===== config.mk =====
export PLATFORM = sky130hd
export DESIGN_NAME = uart_cmd_parser
export DESIGN_NICKNAME = d
export VERILOG_FILES = /design/src/rtl/uart_pkg.sv /design/src/rtl/uart_gap_timer.sv /design/src/rtl/uart_cmd_parser.sv
export SDC_FILE = /design/constraint.sdc
export NUM_CORES = 1
export LEC_CHECK = 0
export ABC_AREA = 1
export CAP_MARGIN = 20
export CELL_PAD_IN_SITES_DETAIL_PLACEMENT = 1
export CELL_PAD_IN_SITES_GLOBAL_PLACEMENT = 1
export CORE_UTILIZATION = 38
export CTS_CLUSTER_DIAMETER = 100
export DETAILED_ROUTE_END_ITERATION = 10
export HOLD_SLACK_MARGIN = 0.06
export PLACE_DENSITY_LB_ADDON = 0.1
export RECOVER_POWER = 25
export REMOVE_ABC_BUFFERS = 1
export SLEW_MARGIN = 20
export SYNTH_ARGS = -nofsm -noshare
export SYNTH_HDL_FRONTEND = slang
export SYNTH_SLANG_ARGS = --single-unit

===== constraint.sdc =====
create_clock -name clk -period 4.6 [get_ports clk]
set_clock_uncertainty 0.2 [all_clocks]
set_input_delay 0.92 -clock clk [delete_from_list [all_inputs] [get_ports clk]]
set_output_delay 0.92 -clock clk [all_outputs]
set_load 0.005 [all_outputs]

===== src/rtl/uart_pkg.sv =====
// Shared constants, parser state encoding and checksum helper for the UART command parser.
package uart_pkg;

    localparam logic [7:0] ACK_BYTE     = 8'h06;
    localparam logic [7:0] NAK_BYTE     = 8'h15;
    localparam logic [7:0] DEF_HDR_BYTE = 8'hA5;

    typedef enum logic [1:0] {
        S_IDLE = 2'd0,
        S_ADDR = 2'd1,
        S_DATA = 2'd2,
        S_CHK  = 2'd3
    } parser_state_e;

    // Frame checksum: 8-bit sum of address and data, carry discarded.
    function automatic logic [7:0] frame_checksum(input logic [7:0] addr, input logic [7:0] data);
        return addr + data;
    endfunction

endpackage


===== src/rtl/uart_gap_timer.sv =====
// Inter-byte gap counter: counts while enabled, clears on request, and emits a
// single-cycle expire pulse in the cycle the count sits at TIMEOUT_CYC-1 while enabled.
module uart_gap_timer #(
    parameter  int TIMEOUT_CYC = 104166,
    localparam int CNT_W       = (TIMEOUT_CYC > 1) ? $clog2(TIMEOUT_CYC) : 1
) (
    input  logic clk,
    input  logic rst_n,
    input  logic clr_i,
    input  logic en_i,
    output logic expire_o
);

    logic [CNT_W-1:0] cnt_q;
    logic [CNT_W-1:0] cnt_d;

    // Clear dominates so a byte arriving on the expiry cycle suppresses the timeout.
    assign expire_o = en_i && !clr_i && (cnt_q == CNT_W'(TIMEOUT_CYC - 1));

    always_comb begin
        cnt_d = cnt_q;
        if (clr_i || expire_o) begin
            cnt_d = '0;
        end else if (en_i) begin
            cnt_d = cnt_q + 1'b1;
        end
    end

    always_ff @(posedge clk) begin
        if (!rst_n) begin
            cnt_q <= '0;
        end else begin
            cnt_q <= cnt_d;
        end
    end

endmodule


===== src/rtl/uart_cmd_parser.sv =====
// Decodes HDR/ADDR/DATA/CHK byte frames into register-write strobes with checksum and timeout errors.
// Optional ACK/NAK reply outputs (tx_d, tx_req) are built when UART_CMD_ACK_EN is defined.
module uart_cmd_parser
    import uart_pkg::*;
#(
    parameter int         ADDR_W      = 8,
    parameter logic [7:0] HDR_BYTE    = DEF_HDR_BYTE,
    parameter int         TIMEOUT_CYC = 104166
) (
    input  logic              clk,
    input  logic              rst_n,
    input  logic [7:0]        rx_d,
    input  logic              rx_vld,
    output logic              wr_en,
    output logic [ADDR_W-1:0] wr_addr,
    output logic [7:0]        wr_data,
    output logic              chk_err,
    output logic              to_err,
`ifdef UART_CMD_ACK_EN
    output logic [7:0]        tx_d,
    output logic              tx_req,
`endif
    output logic              busy
);

    parser_state_e     state_q, state_d;
    logic [7:0]        addr_q, addr_d;
    logic [7:0]        data_q, data_d;
    logic              wr_en_q, wr_en_d;
    logic              chk_err_q, chk_err_d;
    logic              to_err_q, to_err_d;
    logic [ADDR_W-1:0] wr_addr_q, wr_addr_d;
    logic [7:0]        wr_data_q, wr_data_d;
    logic              gap_expire;
`ifdef UART_CMD_ACK_EN
    logic [7:0]        tx_d_q, tx_d_d;
    logic              tx_req_q, tx_req_d;
`endif

    assign busy = (state_q != S_IDLE);

    uart_gap_timer #(
        .TIMEOUT_CYC(TIMEOUT_CYC)
    ) u_gap_timer (
        .clk     (clk),
        .rst_n   (rst_n),
        .clr_i   (rx_vld || !busy),
        .en_i    (busy && !rx_vld),
        .expire_o(gap_expire)
    );

    always_comb begin
        state_d   = state_q;
        addr_d    = addr_q;
        data_d    = data_q;
        wr_en_d   = 1'b0;
        chk_err_d = 1'b0;
        to_err_d  = 1'b0;
        wr_addr_d = wr_addr_q;
        wr_data_d = wr_data_q;
`ifdef UART_CMD_ACK_EN
        tx_d_d    = tx_d_q;
        tx_req_d  = 1'b0;
`endif
        if (rx_vld) begin
            unique case (state_q)
                S_IDLE: begin
                    if (rx_d == HDR_BYTE) begin
                        state_d = S_ADDR;
                    end
                end
                S_ADDR: begin
                    addr_d  = rx_d;
                    state_d = S_DATA;
                end
                S_DATA: begin
                    data_d  = rx_d;
                    state_d = S_CHK;
                end
                S_CHK: begin
                    state_d = S_IDLE;
                    if (rx_d == frame_checksum(addr_q, data_q)) begin
                        wr_en_d   = 1'b1;
                        wr_addr_d = addr_q[ADDR_W-1:0];
                        wr_data_d = data_q;
`ifdef UART_CMD_ACK_EN
                        tx_d_d    = ACK_BYTE;
                        tx_req_d  = 1'b1;
`endif
                    end else begin
                        chk_err_d = 1'b1;
`ifdef UART_CMD_ACK_EN
                        tx_d_d    = NAK_BYTE;
                        tx_req_d  = 1'b1;
`endif
                    end
                end
                default: state_d = S_IDLE;
            endcase
        end else if (gap_expire) begin
            // Truncated frame: abandon it without touching the write outputs.
            state_d  = S_IDLE;
            to_err_d = 1'b1;
`ifdef UART_CMD_ACK_EN
            tx_d_d   = NAK_BYTE;
            tx_req_d = 1'b1;
`endif
        end
    end

    always_ff @(posedge clk) begin
        if (!rst_n) begin
            state_q   <= S_IDLE;
            addr_q    <= '0;
            data_q    <= '0;
            wr_en_q   <= 1'b0;
            chk_err_q <= 1'b0;
            to_err_q  <= 1'b0;
            wr_addr_q <= '0;
            wr_data_q <= '0;
`ifdef UART_CMD_ACK_EN
            tx_d_q    <= '0;
            tx_req_q  <= 1'b0;
`endif
        end else begin
            state_q   <= state_d;
            addr_q    <= addr_d;
            data_q    <= data_d;
            wr_en_q   <= wr_en_d;
            chk_err_q <= chk_err_d;
            to_err_q  <= to_err_d;
            wr_addr_q <= wr_addr_d;
            wr_data_q <= wr_data_d;
`ifdef UART_CMD_ACK_EN
            tx_d_q    <= tx_d_d;
            tx_req_q  <= tx_req_d;
`endif
        end
    end

    assign wr_en   = wr_en_q;
    assign chk_err = chk_err_q;
    assign to_err  = to_err_q;
    assign wr_addr = wr_addr_q;
    assign wr_data = wr_data_q;
`ifdef UART_CMD_ACK_EN
    assign tx_d    = tx_d_q;
    assign tx_req  = tx_req_q;
`endif

endmodule

==> impl_metrics.tcl <==
set metrics [dict create \
    final_util 0.464 \
    peakVddDrop_mv 0.122 \
    io_pins 31 \
    r2r_slack_ps 1860 \
    grt_overflow 0 \
    post_cts_resized 0 \
    grt_setup_unrepaired "false" \
    reg2reg_depth 11 \
    hp-class "reg2reg" \
    setup_viol_count_final 0 \
    max-cap-violations 0 \
    fin_cells 546 \
    power_uw 844 \
    synth_warnings 0 \
    antenna_found_initial 0 \
    core_area_sq_mm 0.00733 \
    hold-path-endpoint "u_gap_timer.cnt_q[0]$_SDFFE_PP0P_" \
    synth_cell_types 31 \
    start_util 0.398 \
    max_freq_mhz 343 \
    cts_tree "yes" \
    status "complete, no violations" \
    tns_ps 0 \
    cp-end-kind "flop" \
    area_growth_pct 16.5 \
    max_slew.worst_pin.slew_ps 1310 \
    synth_top_area_cell "dfxtp_1" \
    synth.area.top_cells "dfxtp_1 37%, nand2_1 11%, inv_1 10%" \
    drtIter0Drc 58 \
    fin_crit_sh 0.635 \
    clkSinkCount 54 \
    ys.flop_type "dfxtp_1" \
    dr.pass1.iters 4 \
    port_buffers 30 \
    path_clk_slew_ps 90 \
    synthCells 417 \
    grt_pass1_wl_mm 11.8 \
    drive_gt1_frac 0.0694 \
    gp_congestion 0.760 \
    dpl-instance-area_sq_mm 0.00331 \
    fin_area_sq_mm 0.00340 \
    wl_per_cell_um 13.1 \
    worstHoldStart "u_gap_timer.cnt_q[0]$_SDFFE_PP0P_" \
    relSlewSlack 0.128 \
    cts_hold_buffers 0 \
    synth.avg_cell_area_sq_um 7.00 \
    rr_endpoint "wr_data[5]$_SDFFE_PN0P_" \
    nNetsFinal 471 \
    routed_wl_mm 7.17 \
    viasPerCell 4.88 \
    vias 2664 \
    hold_depth 1 \
    post-dp-hpwl_mm 5.36 \
    yosys.area.top_type_share 0.370 \
    yosysSeqAreaShare 0.370 \
    die_area_sq_mm 0.00803 \
    drcViolationCount 0 \
    critical_path_class "in2reg" \
    hold_viol 0 \
    cts_root_buffer "clkbuf_8" \
    antenna_cells 0 \
    cts_made_buffers 5 \
    fin_crit_ps 2920 \
    required_ps 4650 \
    cp_max_fo 18 \
    clk_latency_ps 320 \
    yosysMostFrequentCell "nand2_1" \
    grt_pass1_vias 2574 \
    synth_edf_count 0 \
    ys_ff_latch 54 \
    drv_slew 0 \
    grtUsageTotal 0.193 \
    fp-row-count 31 \
    final_antenna_net_count 0 \
    grt_max_degree 34 \
    die_h_um 89.6 \
    h-tree-depth 2 \
    die_x_um 89.6 \
    p_leak_uw 0.00142 \
    r2r-start "addr_q[0]$_SDFFE_PN0P_" \
    worstSetupStartpointType "primary input" \
    synth_area_sq_mm 0.00292 \
    powerDensity_mw_per_mm2 248 \
    clock_path_buffers 2 \
    synth_commonest_cells "82 x nand2_1, 80 x inv_1, 54 x dfxtp_1, 38 x nor2_1, 28 x a21oi_1" \
    post_cts_buffers 0 \
    synthArstFlopShare 0 \
    cp.arrival_ps 2970 \
    place_inst 538 \
]
==> how the worst max path moves through the flow <==
stage,depth (start not counted),end,slack [ps],start
6_report,10,wr_data[5]$_SDFFE_PN0P_,1680,rx_d[3]
5_1_grt,4,data_q[6]$_SDFFE_PN0P_,1510,rst_n
4_1_cts,10,wr_data[5]$_SDFFE_PN0P_,1650,rx_d[3]
3_5_place_dp,10,wr_data[5]$_SDFFE_PN0P_,1340,rx_d[3]
3_3_place_gp,10,wr_data[1]$_SDFFE_PN0P_,1330,rx_d[1]
2_1_floorplan,11,wr_data[0]$_SDFFE_PN0P_,2240,addr_q[0]$_SDFFE_PN0P_
==> layout make-up <==
class	count	area [sq um]
Fill cell	956	3930
Sequential cell	54	1080
Tap cell	99	124
Multi-Input combinational cell	268	1470
Clock inverter	1	8.76
Clock buffer	7	86.3
Inverter	86	323
Timing Repair Buffer	31	304
==> critical path: stages <==
cell	delay (ps)
clkdlybuf4s50_1	600
xor2_1	230
nand3_1	130
nand2_2	100
nand3_4	80
nor2_8	300
nand3_4	310
nand2_1	150
inv_1	50
nor2_1	80
==> logic make-up after synthesis <==
group                      Yosys count  synth area share
xor gates and xnor gates             8            0.0240
and+or+nand+nor                    191             0.321
adders and majority gates           14            0.0626
DFF                                 54             0.370
buffers and inverters               95             0.125
AOI/OAI and AO/OA                   55            0.0965
==> registers in the layout, summed over array words and instances (netlist names) <==
signal,cells
to_err,1
u_gap_timer.cnt_q,17
wr_data,8
data_q,8
wr_en,1
state_q,2
wr_addr,8
chk_err,1
addr_q,8
==> metrics by stage <==
step	hold WS, ps	setup slack [ps]
3_3_place_gp	259	1330
2_1_floorplan	234	2240
6_report	278	1680
3_5_place_dp	261	1340
4_1_cts	282	1650
5_1_grt	313	1510
==> placed cells by master, fill, tap and decap left out <==
master / n
nand4_1: 23
nor3_4: 1
o21a_1: 1
clkinv_1: 3
a31oi_1: 1
o21ai_0: 24
xor2_1: 4
nand3_1: 13
clkbuf_8: 6
dfxtp_1: 54
nand3b_1: 3
nor2_1: 38
nor3_1: 6
dlygate4sd3_1: 17
nor3b_1: 4
fa_1: 1
inv_2: 3
a21oi_1: 28
nand2_1: 82
a211oi_1: 1
xnor2_1: 4
nor2_8: 1
nand2_2: 12
clkdlybuf4s50_1: 13
and3_1: 1
inv_1: 80
ha_1: 13
nand3_4: 2
nor3_2: 3
clkbuf_1: 2
nor2_2: 2
inv_6: 1
==> metal layers <==
layer / vias to the layer above / track usage / routed length [um]
met5: - / 0 / 0
met2: 26 / 0.368 / 3780
met4: 0 / 0.0750 / 140
li1: 1370 / - / -
met3: 11 / 0.0311 / 195
met1: 1257 / 0.212 / 3050
==> power breakdown <==
group	switching (uW)	total, uW	internal, uW	leakage [uW]
Sequential	3.74	476	472	0.000435
Clock	163	287	125	0.0000489
Combinational	50.9	80.8	29.9	0.000933
(Power assumes the default switching activity.)
